--- config.mk ---
export PLATFORM = sky130hd
export DESIGN_NAME = btb_1bit
export DESIGN_NICKNAME = d
export VERILOG_FILES = /design/src/rtl/btb_pkg.sv /design/src/rtl/btb_ifid_reg.sv /design/src/rtl/btb_1bit.sv
export SDC_FILE = /design/constraint.sdc
export NUM_CORES = 1
export LEC_CHECK = 0
export BUFFER_PORTS_ARGS = -buffer_cell sky130_fd_sc_hd__buf_2
export CORE_MARGIN = 4
export CORE_UTILIZATION = 55
export CTS_CLUSTER_SIZE = 16
export DETAILED_ROUTE_END_ITERATION = 16
export PLACE_DENSITY_LB_ADDON = 0.08
export SLEW_MARGIN = 20
export SYNTH_ARGS = -nofsm -noshare
export SYNTH_HDL_FRONTEND = slang
export SYNTH_SLANG_ARGS = --single-unit
--- constraint.sdc ---
create_clock -name clk -period 5.37 [get_ports clk]
set_input_delay 0.8055 -clock clk [delete_from_list [all_inputs] [get_ports clk]]
set_output_delay 0.8055 -clock clk [all_outputs]
set_load 0.1 [all_outputs]
--- src/rtl/btb_pkg.sv ---
// ============================================================================
// Module      : btb_pkg
// Description : Shared constants, entry type and PC field helpers for the
//               1-bit branch target buffer.
// Revision    : 1.0 - initial release
// ============================================================================
`default_nettype none

package btb_pkg;

    localparam int HP_HIT_BIT  = 1;
    localparam int HP_PRED_BIT = 0;

    // Widest PC the helpers and entry view can carry; callers truncate.
    localparam int BTB_MAX_W = 64;

    typedef struct packed {
        logic                 valid;
        logic [BTB_MAX_W-1:0] tag;
        logic [BTB_MAX_W-1:0] target;
        logic                 pred;
    } btb_entry_t;

    function automatic logic [BTB_MAX_W-1:0] btb_idx(input logic [BTB_MAX_W-1:0] pc,
                                                     input int unsigned          idx_w);
        logic [BTB_MAX_W-1:0] mask;
        mask = (BTB_MAX_W'(1) << idx_w) - BTB_MAX_W'(1);
        return (pc >> 2) & mask;
    endfunction

    function automatic logic [BTB_MAX_W-1:0] btb_tag(input logic [BTB_MAX_W-1:0] pc,
                                                     input int unsigned          idx_w);
        return pc >> (idx_w + 2);
    endfunction

endpackage

`default_nettype wire

--- src/rtl/btb_ifid_reg.sv ---
// ============================================================================
// Module      : btb_ifid_reg
// Description : IF/ID pipeline register for the BTB lookup pair and PC,
//               with flush taking priority over stall.
// Revision    : 1.0 - initial release
// ============================================================================
`default_nettype none

module btb_ifid_reg #(
    parameter int ADDR_W = 32
) (
    input  logic              clk,
    input  logic              rst_n,
    input  logic              stall,
    input  logic              flush,
    input  logic [1:0]        hp,
    input  logic [ADDR_W-1:0] pc_if,
    output logic [1:0]        hpd,
    output logic [ADDR_W-1:0] pc_id
);

    logic [1:0]        r_hpd;
    logic [ADDR_W-1:0] r_pc_id;

    always_ff @(posedge clk or negedge rst_n) begin
        if (!rst_n) begin
            r_hpd   <= 2'b00;
            r_pc_id <= '0;
        end else if (flush) begin
            r_hpd   <= 2'b00;
            r_pc_id <= '0;
        end else if (!stall) begin
            r_hpd   <= hp;
            r_pc_id <= pc_if;
        end
    end

    assign hpd   = r_hpd;
    assign pc_id = r_pc_id;

endmodule

`default_nettype wire

--- src/rtl/btb_1bit.sv ---
// ============================================================================
// Module      : btb_1bit
// Description : Direct-mapped branch target buffer with a 1-bit direction
//               predictor per entry. Define BTB_STATS_EN to add hit and
//               mispredict counters.
// Revision    : 1.0 - initial release
// ============================================================================
`default_nettype none

module btb_1bit
    import btb_pkg::*;
#(
    parameter int ENTRIES = 16,
    parameter int ADDR_W  = 32,
    parameter int IDX_W   = $clog2(ENTRIES)
) (
    input  logic              clk,
    input  logic              rst_n,
    input  logic [ADDR_W-1:0] pc_if,
    output logic [1:0]        hp,
    output logic [ADDR_W-1:0] pred_target,
    input  logic              stall,
    input  logic              flush,
    output logic [1:0]        hpd,
    output logic [ADDR_W-1:0] pc_id,
    input  logic              wrt,
    input  logic              wrp,
    input  logic              taken,
    input  logic [ADDR_W-1:0] branch_target
`ifdef BTB_STATS_EN
    ,
    output logic [31:0]       lookup_hits,
    output logic [31:0]       mispredicts
`endif
);

    localparam int TAG_W = ADDR_W - IDX_W - 2;

    logic [ENTRIES-1:0] r_valid;
    logic [ENTRIES-1:0] r_pred;
    logic [TAG_W-1:0]   r_tag    [ENTRIES];
    logic [ADDR_W-1:0]  r_target [ENTRIES];

    logic [IDX_W-1:0]   w_rd_idx;
    logic [TAG_W-1:0]   w_rd_tag;
    logic [IDX_W-1:0]   w_wr_idx;
    logic [TAG_W-1:0]   w_wr_tag;
    btb_entry_t         w_rd_entry;
    logic               w_hit;
    logic [1:0]         w_hp;
    logic               w_unused_entry;

    assign w_rd_idx = IDX_W'(btb_idx(BTB_MAX_W'(pc_if), IDX_W));
    assign w_rd_tag = TAG_W'(btb_tag(BTB_MAX_W'(pc_if), IDX_W));
    assign w_wr_idx = IDX_W'(btb_idx(BTB_MAX_W'(pc_id), IDX_W));
    assign w_wr_tag = TAG_W'(btb_tag(BTB_MAX_W'(pc_id), IDX_W));

    // Lookup reads the pre-write table contents; no write-to-read bypass.
    always_comb begin
        w_rd_entry        = '0;
        w_rd_entry.valid  = r_valid[w_rd_idx];
        w_rd_entry.tag    = BTB_MAX_W'(r_tag[w_rd_idx]);
        w_rd_entry.target = BTB_MAX_W'(r_target[w_rd_idx]);
        w_rd_entry.pred   = r_pred[w_rd_idx];
    end

    assign w_hit = w_rd_entry.valid && (w_rd_entry.tag == BTB_MAX_W'(w_rd_tag));

    always_comb begin
        w_hp              = 2'b00;
        w_hp[HP_HIT_BIT]  = w_hit;
        w_hp[HP_PRED_BIT] = w_hit & w_rd_entry.pred;
    end

    assign hp             = w_hp;
    assign pred_target    = w_hit ? ADDR_W'(w_rd_entry.target) : '0;
    assign w_unused_entry = ^w_rd_entry;

    // Only valid/pred need reset; tag/target are qualified by valid.
    always_ff @(posedge clk or negedge rst_n) begin
        if (!rst_n) begin
            r_valid <= '0;
            r_pred  <= '0;
        end else if (!stall) begin
            if (wrt) r_valid[w_wr_idx] <= 1'b1;
            if (wrp) r_pred[w_wr_idx]  <= taken;
        end
    end

    always_ff @(posedge clk) begin
        if (rst_n && !stall && wrt) begin
            r_tag[w_wr_idx]    <= w_wr_tag;
            r_target[w_wr_idx] <= branch_target;
        end
    end

    btb_ifid_reg #(
        .ADDR_W (ADDR_W)
    ) u_ifid (
        .clk   (clk),
        .rst_n (rst_n),
        .stall (stall),
        .flush (flush),
        .hp    (w_hp),
        .pc_if (pc_if),
        .hpd   (hpd),
        .pc_id (pc_id)
    );

`ifdef BTB_STATS_EN
    logic [31:0] r_lookup_hits;
    logic [31:0] r_mispredicts;

    always_ff @(posedge clk or negedge rst_n) begin
        if (!rst_n) begin
            r_lookup_hits <= '0;
            r_mispredicts <= '0;
        end else if (!stall) begin
            if (!flush && w_hp[HP_HIT_BIT] && (r_lookup_hits != '1))
                r_lookup_hits <= r_lookup_hits + 32'd1;
            if (hpd[HP_HIT_BIT] && (hpd[HP_PRED_BIT] != taken) && (r_mispredicts != '1))
                r_mispredicts <= r_mispredicts + 32'd1;
        end
    end

    assign lookup_hits = r_lookup_hits;
    assign mispredicts = r_mispredicts;
`endif

endmodule

`default_nettype wire
Word level (Yosys, flattened, before mapping)

Memories as Yosys holds them, arrays and structs flattened.
Index checks and enable logic that the tools add are counted.

$lt $le $gt $ge: 3
Eq/ne operators: 2
Mux-type cells: 14
Bitwise gates (word level): 3
Reduce and logical (&&, ||, !) cells: 7

Operators by type and width:

| kind                                                 | number |
|---|---|
| two-way mux 32 bit                                   | 3 |
| == test 26 bit                                       | 1 |
| bitwise mux 16 bit                                   | 1 |
| bitwise OR 16 bit                                    | 1 |
| < comparator 4 x 5 -> 1 bit (second input constant)  | 2 |
| binary-select mux 1 bit (select 4 bit)               | 2 |
| two-way mux 1 bit                                    | 5 |
| demux 1 bit (select 4 bit)                           | 1 |
| >= comparator 4 x 1 -> 1 bit (second input constant) | 1 |
| logical AND 1 bit                                    | 4 |
| two-way mux 2 bit                                    | 2 |
| AND reduction 2 bit                                  | 2 |
| != test 2 x 1 -> 1 bit (second input constant)       | 1 |
| bitwise AND 1 bit                                    | 1 |
| zero test 1 bit                                      | 1 |
| NOT 1 bit                                            | 1 |

Bits in registers: 66
RAM bits: 928
Input bits: 71
Output and inout port bits: 68
Memories: 2

Memories:

| memory   | words | bits a word | read ports | clocked after Yosys merged registers in | write ports | RTL line       | source |
|---|---|---|---|---|---|---|---|
| r_target | 16    | 32          | 1          | 0                                       | 1           | btb_1bit.sv:42 | `logic [ADDR_W-1:0] r_target [ENTRIES];` |
| r_tag    | 16    | 26          | 1          | 0                                       | 1           | btb_1bit.sv:41 | `logic [TAG_W-1:0] r_tag [ENTRIES];` |

Depth between registers and ports, before layout

Gate-level depths: netlist of the first run.

Depth in word-level cells: 6
Gate-level depth with buffers: 15
Mapped depth without buffers: 8

Modules after synthesis

From an unflattened synthesis of the first run, not the netlist that was laid out.

Cell total of the unflattened synthesis: 1693
Area total of the unflattened synthesis: 38971.1 um2

Modules (own cells, without submodules):

| module       | instances | cells an instance | area each (um2) |
|---|---|---|---|
| btb_1bit     | 1         | 1583              | 37562.3 |
| btb_ifid_reg | 1         | 110               | 1408.9 |

Least setup slack after synthesis of the first run

No wires, ideal clock.

Path kind: in2out
Start: in pc_if[3]
End: out pred_target[10]
Arrival time: 4.614 ns
Data required time: 4.564 ns
Path slack: -0.049 ns
Stages on the path: 11
Path through: buf_2 buf_1 clkbuf_1 mux4_2 a221oi_2 xor2_1 nand4_1 nor4_1 nand3_2 buf_6 nor2b_1

Cells in the longest elaborated chain, start to end: 4
Elaborated cells between the ends (all ways): 7
Classes of those cells: eq/ne: 1; mux: 3; reduce/logical: 1; memory: 2

Ends and longest elaborated chain:

| element                                                                               | RTL line                       | source |
|---|---|---|
| start: declaration                                                                    | btb_1bit.sv:19                 | `input logic [ADDR_W-1:0] pc_if,` |
| memory (16 x 26 bit) / binary-select mux 1 bit (select 4 bit) (equally long branches) | --                             |  |
| == test 26 bit / two-way mux 1 bit (equally long branches)                            | btb_1bit.sv:67, btb_1bit.sv:61 |  |
| logical AND 1 bit                                                                     | btb_1bit.sv:67                 | `assign w_hit = w_rd_entry.valid && (w_rd_entry.tag == BTB_MAX_W'(w_rd_tag));` |
| two-way mux 32 bit *                                                                  | btb_1bit.sv:76                 | `assign pred_target = w_hit ? ADDR_W'(w_rd_entry.target) : '0;` |
| end: declaration                                                                      | btb_1bit.sv:21                 | `output logic [ADDR_W-1:0] pred_target,` |

Mark *: on every way between the ends. The rest lies on a longest branch, timed or not. The select of a mux whose other input is x is not followed.

Worst setup path after layout of the first run

Start: in pc_if[3]
End: out pred_target[0]

Same word-level chain as after synthesis.

==> impl_metrics.yaml, run 1 <==
power:
  switchingPower_mw: 3.43
  p_clk_share_pct: 41.3
  p_leak_nw: 14.5
  finalPower_mw: 16.2
  p_comb_share_pct: 5.4
  seqPwrFrac_pct: 53.3
  p_int_mw: 12.8
  netSwitchingFraction_pct: 21.2
  power-per-cell-area_mw_per_mm2: 365
  irDropWorstVdd_mv: 0.254
yosys:
  netlist_top_cells_area: "edfxtp_1, mux4_2, dfrtp_1, mux2i_1, nor2_1"
  ys_ff_latch: 994
  yosysTopAreaCell: "edfxtp_1"
  ys_seq_area_share_pct: 76.5
  yosys_warnings: 0
  syn-num-nets: 1792
  ys_async_sr_fraction_pct: 6.64
  syn_area_per_cell_sq_um: 22.4
  yosysUniqueCellTypes: 52
  synth_cells: 1721
  synth_area_sq_mm: 0.0386
  synth_top_area_share_pct: 72.2
  ys.flop_type: "edfxtp_1"
  synth_edf_count: 928
run_status:
  status: "completed"
floorplan:
  fp.dieW_microns: 273
  num_io_pins: 139
  fp.dieH_microns: 273
  rows: 96
  start_util_pct: 55.9
  dieArea_sq_mm: 0.0745
  coreArea_sq_mm: 0.0691
routing:
  drtIter0Drc: 2084
  wire_per_inst_microns: 29.6
  num_vias: 18300
  wirelength_microns: 87300
  drtAntennaViolNets: 0
  vias_per_cell: 6.21
  drt-pass1-iter-count: 7
  drc: 0
sta:
  hold_violations: 0
  relSlewSlack_pct: 34.1
  final_max_slew_viol_count: 0
  setup_viol: 0
  worst_hold_slack_ns: 0.419
  min_period_over_period_pct: 94.7
  max_freq_mhz: 197
  rsz0062_at_grt: "false"
  worst_pin_slew_ns: 0.985
  min_period_ns: 5.08
  tns_ns: 0
  skew_ns: 0.0129
clock_tree:
  cts.htree.levels: 3
  cts_tree: "yes"
  cts_buffers: 101
  clk_pin_slew_ns: 0.06
  cts_buffer_depth: 3
  clk_latency_ns: 0.64
  cts_sinks: 994
  ctsRootBufferMaster: "clkbuf_16"
placement:
  place_congestion: 0.759
  hpwlAfterDp_microns: 46200
  io_buffers: 138
cells_and_area:
  multiInputGateArea_sq_mm: 0.00869
  regArea_sq_mm: 0.0295
  drive_gt1_share_pct: 32.7
  synthToLayoutAreaGrowth_pct: 15.1
  nFillCells: 4647
  finalNetCount: 2002
critical_path:
  worstReg2RegEnd: "r_target[6][10]$_DFFE_PP_"
  cp-end-kind: "output port"
  cp-startpoint: "pc_if[3]"
  crit_arrival_ns: 4.28
  crit_type: "input port to output port"
  r2r_slack_ns: 2.14
  crit_required_ns: 4.56
  start_kind: "input port"
  ff2ff_path_depth: 4
  reg2reg_from: "u_ifid.pc_id[3]$_DFFE_PN0P_"
  crit_path_max_fanout: 59
grt:
  antenna_found_initial: 7
  grt_overflow: 0
  grt_pass1_wl_microns: 130000
  track_usage_pct: 24.0
  grt_pass1_vias: 19200
  grt_max_degree: 60
job:
  maxCapViolCount: 0
worst_hold_path:
  hold_start: "pc_if[0]"
  min_to: "u_ifid.pc_id[0]$_DFFE_PN0P_"
  min_path_type: "input port to register"
  holdPathStages: 3
final cells by class:
cell class,count,share of cell area (%)
sequential,994,66.5
multi-input combinational,631,19.6
clock buffer,127,6.21
timing repair buffer,197,4.08
tap,931,2.62
clock inverter,60,1.00
inverter,6,0.0563
antenna,2,0.0113
power by group through the flow:
stage | registers, mW | logic [mW] | clock network (mW)
floorplan | 8.87 | 0.509 | 0
global placement | 8.79 | 0.879 | 0
detailed placement | 8.80 | 0.888 | 0
CTS | 8.64 | 0.893 | 6.84
global route | 8.65 | 0.939 | 7.20
finish | 8.64 | 0.878 | 6.70
placed cells by master (no fill, tap or decap), types with 44 or more instances in the layout:
cell type / Yosys / routed
clkbuf_16: 0 / 104
buf_12: 0 / 45
nor2_1: 63 / 47
mux4_2: 266 / 266
edfxtp_1: 928 / 928
mux2i_1: 73 / 73
buf_2: 18 / 100
nand2_1: 44 / 44
dfrtp_1: 66 / 66
buf_4: 3 / 48
per-stage QoR:
| stage | std cells | utilization, % | setup WS (ns) | cell area [sq um] |
|---|---|---|---|---|
| after global placement | 2757 | 59.6 | 0.241 | 41200 |
| final | 2948 | 64.3 | 0.286 | 44400 |
| after detailed placement | 2757 | 59.6 | 0.211 | 41200 |
| after CTS | 2945 | 64.3 | 0.162 | 44400 |
| after global routing | 2946 | 64.3 | 0.0382 | 44400 |
| after floorplan | 1721 | - | -0.0492 | 38600 |
worst max-delay path by stage:
stage                            endpoint  cells past startpoint
after detailed placement   pred_target[5]                     12
after global placement    pred_target[31]                     12
after floorplan           pred_target[10]                     11
final                      pred_target[0]                     11
after global routing       pred_target[5]                     12
after CTS                  pred_target[5]                     12
state kept, by name, summed over array words and instances (netlist names):
signal	cells
u_ifid.hpd	2
u_ifid.pc_id	32
r_pred	16
r_tag	416
r_valid	16
r_target	512
logic make-up (layout without fill, tap and decap cells):
group           after synthesis  in the layout  synth area share [%]
compound gates               68             68                  1.35
flops                       994            994                  76.5
other cells                   0              2                     0
mux                         355            355                  17.9
xor+xnor                     34             34                 0.772
buf+inv                      96            390                  1.33
simple gates                174            174                  2.18
Yosys cell counts (3+ instances only):
cell type	instances
edfxtp_1	928
mux4_2	266
mux2i_1	73
dfrtp_1	66
nor2_1	63
clkbuf_1	44
nand2_1	44
nor2b_1	37
xnor2_1	25
a22oi_1	18
buf_2	18
mux2_2	16
buf_6	13
a21o_1	12
buf_1	10
xor2_1	9
a21oi_1	8
nand2b_1	6
a221oi_1	5
inv_1	5
nand4_1	4
nor3_1	4
o21ai_0	4
a22o_1	3
and2_1	3
buf_4	3
o21bai_1	3
or2_2	3
metal layers:
metal,vias up,routed length (microns),global-route usage (%)
li1,7602,-,-
met1,9909,36600,35.4
met2,656,43600,38.9
met3,120,5340,3.56
met4,8,1750,5.94
met5,-,50,0
critical path, cell delays in order:
cell	delay, ns
buf_8	0.41
buf_4	0.39
mux4_2	0.35
mux4_2	0.49
xnor2_1	0.18
nand2_1	0.22
nor4_2	0.36
nand3_2	0.23
buf_12	0.25
nor2b_1	0.28
buf_12	0.22
repair_timing:
action,CTS,global route
hold buffers,1,0
resized for setup,0,1
endpoints found under the hold margin,1,0
setup endpoints to repair,0,11
setup buffers,0,1
No activity file was read; power rests on OpenSTA's default activity.
==> inputs of run 2 (changes only) <==
--- a/config.mk
+++ b/config.mk
@@ -6,6 +6,7 @@
 export NUM_CORES = 1
 export LEC_CHECK = 0
 export BUFFER_PORTS_ARGS = -buffer_cell sky130_fd_sc_hd__buf_2
+export CORE_ASPECT_RATIO = 0.9
 export CORE_MARGIN = 4
 export CORE_UTILIZATION = 55
 export CTS_CLUSTER_SIZE = 16
==> impl_metrics.yaml, run 2 (synthesized netlist as in run 1, its figures left out) <==
run_status:
  status: "completed"
critical_path:
  cp-end-kind: "output port"
  critPathTopFamily: "buffers and inverters"
  crit_type: "input port to output port"
  crit_path_max_fanout: 34
  crit_required_ns: 4.56
  path_cells: "buf_8, buf_4, buf_4, mux2i_1, a221oi_1, nand2_1, o211ai_1, o2111ai_1, nor4b_2, nand3_2, buf_12, nor2b_1, buf_12"
  start_kind: "input port"
  ff2ff_path_depth: 4
  worstReg2RegEnd: "r_tag[14][14]$_DFFE_PP_"
  critPathBufInv: 5
  slowest_delay_ns: 0.61
  crit_arrival_ns: 4.24
  reg2reg_from: "u_ifid.pc_id[3]$_DFFE_PN0P_"
  slowest_stage: "nor4b_2"
  r2r_slack_ns: 2.15
power:
  p_comb_share_pct: 5.4
  switchingPower_mw: 3.40
  seqPwrFrac_pct: 52.6
  p_int_mw: 13.0
  netSwitchingFraction_pct: 20.7
  p_clk_share_pct: 42.0
  power-per-cell-area_mw_per_mm2: 369
  irDropWorstVdd_mv: 0.234
  p_leak_nw: 14.5
sta:
  hold_violations: 0
  skew_ns: 0.0200
  min_period_over_period_pct: 94.0
  max_freq_mhz: 198
  worst_pin_slew_ns: 1.06
  relSlewSlack_pct: 29.0
  tns_ns: 0
  final_max_slew_viol_count: 0
  setup_viol: 0
  min_period_ns: 5.05
  worst_hold_slack_ns: 0.0688
  rsz0062_at_grt: "false"
cells_and_area:
  regArea_sq_mm: 0.0295
  final_area_sq_mm: 0.0445
  regMostFlops: "r_target"
  finalNetCount: 1996
  multiInputGateArea_sq_mm: 0.00869
  synthToLayoutAreaGrowth_pct: 15.4
  nFillCells: 4682
  drive_gt1_share_pct: 32.3
  most-common-layout-cells: "edfxtp_1, mux4_2, clkbuf_16, buf_2, mux2i_1"
  largest_reg_flops: 512
  final_common_cell: "edfxtp_1"
  final_cell_count_no_fill: 2936
  fin_util_pct: 64.5
job:
  maxCapViolCount: 0
floorplan:
  dieArea_sq_mm: 0.0745
  rows: 91
  fp.dieW_microns: 287
  fp.dieH_microns: 259
  num_io_pins: 139
  start_util_pct: 55.9
  coreArea_sq_mm: 0.0690
grt:
  grt_max_degree: 109
  track_usage_pct: 23.6
  antenna_found_initial: 9
  grt_pass1_vias: 18900
  grt_overflow: 0
  grt_pass1_wl_microns: 128000
placement:
  hpwlAfterDp_microns: 45500
  place_inst: 2755
  io_buffers: 138
  place_congestion: 0.784
  placed_area_sq_mm: 0.0413
clock_tree:
  cts_buffer_depth: 3
  clk_latency_ns: 0.64
  cts.htree.levels: 3
  cts_buffers: 98
  hold_buffers: 0
  cts_sinks: 994
  post-cts-setup-buffers: 0
  cts.repair.resized: 0
  ctsRootBufferMaster: "clkbuf_16"
  cts_tree: "yes"
  clk_pin_slew_ns: 0.06
routing:
  drc: 0
  num_vias: 18300
  drt-pass1-iter-count: 5
  wire_per_inst_microns: 29.5
  wirelength_microns: 86700
  drtAntennaViolNets: 0
  vias_per_cell: 6.22
  drtIter0Drc: 1764
worst_hold_path:
  min_path_type: "input port to async pin"
## run 2: cell types whose count changed in the layout (fill, tap and decap cells not counted), moves of 3 or more
cell	previous run	this run
bufinv_16	5	13
clkbuf_1	16	19
buf_4	48	39
clkinv_2	27	18
clkbuf_16	104	100
buf_12	45	53
## run 2: worst max-delay path by stage
| stage | slack (ns) | from | to | cells after the start |
|---|---|---|---|---|
| floorplan | -0.05 | pc_if[3] | pred_target[10] | 11 |
| global placement | 0.33 | pc_if[2] | pred_target[1] | 11 |
| detailed placement | 0.30 | pc_if[2] | pred_target[28] | 11 |
| CTS | 0.27 | pc_if[2] | pred_target[18] | 11 |
| global route | 0.12 | pc_if[2] | pred_target[18] | 13 |
| finish | 0.32 | pc_if[2] | pred_target[12] | 13 |
## run 2: power groups by stage
stage / Clock [mW] / Combinational [mW] / Sequential, mW
after floorplan: 0 / 0.509 / 8.87
after global placement: 0 / 0.889 / 8.79
after detailed placement: 0 / 0.898 / 8.80
after CTS: 7.00 / 0.901 / 8.64
after global routing: 7.33 / 0.947 / 8.65
final: 6.88 / 0.887 / 8.64
## run 2: metrics by stage
| stage | total power [mW] | setup slack (ns) |
|---|---|---|
| 2_1_floorplan | 9.38 | -0.0492 |
| 3_3_place_gp | 9.68 | 0.329 |
| 3_5_place_dp | 9.70 | 0.302 |
| 4_1_cts | 16.5 | 0.269 |
| 5_1_grt | 16.9 | 0.118 |
| 6_report | 16.4 | 0.322 |
## run 2: final cells by class
type | instances | area share (%)
clock inverter | 55 | 1.35
sequential | 994 | 66.3
clock buffer | 124 | 5.94
inverter | 6 | 0.0562
tap | 930 | 2.61
antenna | 2 | 0.0112
multi-input combinational | 631 | 19.5
timing repair buffer | 194 | 4.23
## run 2: worst register-to-register path, delay by kind of cell (launching register included)
family	cells	cell delay, ns
buf+inv	1	0.56
simple gates	3	1.72
flops	1	0.57
## run 2: per-layer routing
layer	vias to the layer above	part of all wire, %	track usage [%]
li1	7597	-	-
met1	9883	42	35.0
met2	629	49	37.7
met3	131	6.5	4.14
met4	12	1.9	5.48
met5	-	0.10	0
==> inputs of run 3 (changes only) <==
--- a/config.mk
+++ b/config.mk
@@ -7,11 +7,12 @@
 export LEC_CHECK = 0
 export BUFFER_PORTS_ARGS = -buffer_cell sky130_fd_sc_hd__buf_2
 export CORE_ASPECT_RATIO = 0.9
-export CORE_MARGIN = 4
+export CORE_MARGIN = 2
 export CORE_UTILIZATION = 55
 export CTS_CLUSTER_SIZE = 16
 export DETAILED_ROUTE_END_ITERATION = 16
 export PLACE_DENSITY_LB_ADDON = 0.08
+export RECOVER_POWER = 50
 export SLEW_MARGIN = 20
 export SYNTH_ARGS = -nofsm -noshare
 export SYNTH_HDL_FRONTEND = slang
==> constraint.sdc (replaced) <==
create_clock -name clk -period 4.5 [get_ports clk]
set_input_delay 0.675 -clock clk [delete_from_list [all_inputs] [get_ports clk]]
set_output_delay 0.675 -clock clk [all_outputs]
set_load 0.1 [all_outputs]
==> impl_metrics.yaml, run 3 (synthesized netlist as in run 1, its figures left out) <==
sta:
  max_freq_mhz: 228
  worst_hold_slack_ns: 0.272
  rsz0062_at_grt: "false"
  min_period_over_period_pct: 97.6
  relSlewSlack_pct: -116
  final_max_slew_viol_count: 105
  skew_ns: 0.0228
  hold_violations: 0
  setup_viol: 0
  worst_pin_slew_ns: 3.24
  min_period_ns: 4.39
critical_path:
  r2r_slack_ns: 1.46
  crit_required_ns: 3.83
  ff2ff_path_depth: 4
  crit_type: "input port to output port"
  cp-startpoint: "pc_if[3]"
  worstReg2RegEnd: "r_target[10][3]$_DFFE_PP_"
  crit_end: "pred_target[27]"
  reg2reg_from: "u_ifid.pc_id[3]$_DFFE_PN0P_"
  crit_path_max_fanout: 40
  crit_arrival_ns: 3.72
  start_kind: "input port"
  cp-end-kind: "output port"
routing:
  num_vias: 18400
  vias_per_cell: 6.16
  drt-pass1-iter-count: 5
  wirelength_microns: 87000
  wire_per_inst_microns: 29.1
  drc: 0
  drtIter0Drc: 1934
  drtAntennaViolNets: 0
clock_tree:
  hold_buffers: 0
  cts_buffer_depth: 3
  cts.htree.levels: 3
  cts_tree: "yes"
  cts_buffers: 99
  clk_pin_slew_ns: 0.06
  ctsRootBufferMaster: "clkbuf_16"
  cts_sinks: 994
  clk_latency_ns: 0.66
cells_and_area:
  finalNetCount: 2035
  most-common-layout-cells: "edfxtp_1, mux4_2, clkbuf_16, mux2i_1, buf_2"
  largest_reg_flops: 512
  regMostFlops: "r_target"
  final_common_cell: "edfxtp_1"
  synthToLayoutAreaGrowth_pct: 17.4
  final_area_sq_mm: 0.0453
  drive_gt1_share_pct: 33.7
  nFillCells: 4672
run_status:
  violations: "max-capacitance violations, max-slew violations"
  status: "finished with violations"
power:
  finalPower_mw: 19.7
  p_leak_nw: 14.8
  irDropWorstVdd_mv: 0.318
  power-per-cell-area_mw_per_mm2: 436
placement:
  placed_area_sq_mm: 0.0418
  place_congestion: 0.803
  io_buffers: 138
  hpwlAfterDp_microns: 46000
floorplan:
  coreArea_sq_mm: 0.0698
  rows: 92
  num_io_pins: 139
  dieArea_sq_mm: 0.0723
  fp.dieW_microns: 283
  fp.dieH_microns: 255
  start_util_pct: 55.3
grt:
  grt_pass1_wl_microns: 129000
  grt_overflow: 0
  track_usage_pct: 24.5
  antenna_found_initial: 5
  grt_max_degree: 106
  grt_pass1_vias: 18900
worst_hold_path:
  min_path_type: "input port to register"
job:
  maxCapViolCount: 2
[run 3: cell types whose count changed in the layout (fill, tap and decap cells not counted), sizes merged]
cell / change
clkbuf: +38
inv: +4
buf: +1
bufinv: -1
clkinvlp: +1
[run 3: what timing repair did]
item | in CTS | in global routing
pin swaps | 0 | 4
setup buffers | 0 | 13
resized for setup | 0 | 19
gates cloned | 0 | 2
endpoints found under the setup margin | 9 | 34
[run 3: metrics by stage]
| step | setup WS, ns | utilization [%] | setup TNS, ns | std cells |
|---|---|---|---|---|
| 2_1_floorplan | -0.517 | - | -1.73 | 1721 |
| 3_3_place_gp | 0.0378 | 59.9 | 0 | 2789 |
| 3_5_place_dp | 0.00346 | 59.9 | 0 | 2789 |
| 4_1_cts | 0.0157 | 64.6 | 0 | 2972 |
| 5_1_grt | 0.0363 | 64.9 | 0 | 2988 |
| 6_report | 0.106 | 64.9 | 0 | 2989 |
[run 3: report_power, final]
group          switching (mW)  internal (mW)
registers               0.101           10.2
logic                   0.630          0.471
clock network            3.42           4.90
[run 3: cell type report]
| type | instances | area [sq um] | share of cell area [%] |
|---|---|---|---|
| Inverter | 6 | 25.0 | 0.0552 |
| Tap cell | 940 | 1180 | 2.60 |
| Sequential cell | 994 | 29500 | 65.2 |
| Clock inverter | 59 | 636 | 1.40 |
| Antenna cell | 2 | 5.00 | 0.0110 |
| Clock buffer | 125 | 2670 | 5.89 |
| Timing Repair Buffer | 232 | 2310 | 5.10 |
| Multi-Input combinational cell | 631 | 8960 | 19.8 |
[run 3: how the worst min path moves through the flow]
stage	slack (ns)	from	depth (start not counted)	end
4_1_cts	0.24	pc_if[1]	3	u_ifid.pc_id[1]$_DFFE_PN0P_
3_3_place_gp	0.43	r_valid[2]$_DFFE_PN0P_	1	r_valid[2]$_DFFE_PN0P_
6_report	0.27	pc_if[1]	3	u_ifid.pc_id[1]$_DFFE_PN0P_
3_5_place_dp	0.44	r_valid[10]$_DFFE_PN0P_	1	r_valid[10]$_DFFE_PN0P_
5_1_grt	0.28	pc_if[1]	3	u_ifid.pc_id[1]$_DFFE_PN0P_
2_1_floorplan	0.38	rst_n	0	r_pred[0]$_DFFE_PN0P_
[run 3: per-layer routing]
metal	vias to the layer above	routed length, microns	global-route usage [%]
met5	-	27	0
met1	10000	37000	35.4
met2	586	43900	40.0
met3	114	4530	3.76
met4	4	1600	5.61
li1	7690	-	-
[run 3: critical path, cell delays in order]
cell       delay [ns]
buf_8            0.31
buf_12           0.23
mux4_2           0.31
mux2i_1          0.24
xnor2_1          0.15
a2111oi_4        0.35
a21oi_4          0.10
nor4b_4          0.35
buf_4            0.18
nand3_4          0.11
buf_8            0.17
buf_12           0.15
nor2b_4          0.13
buf_12           0.18
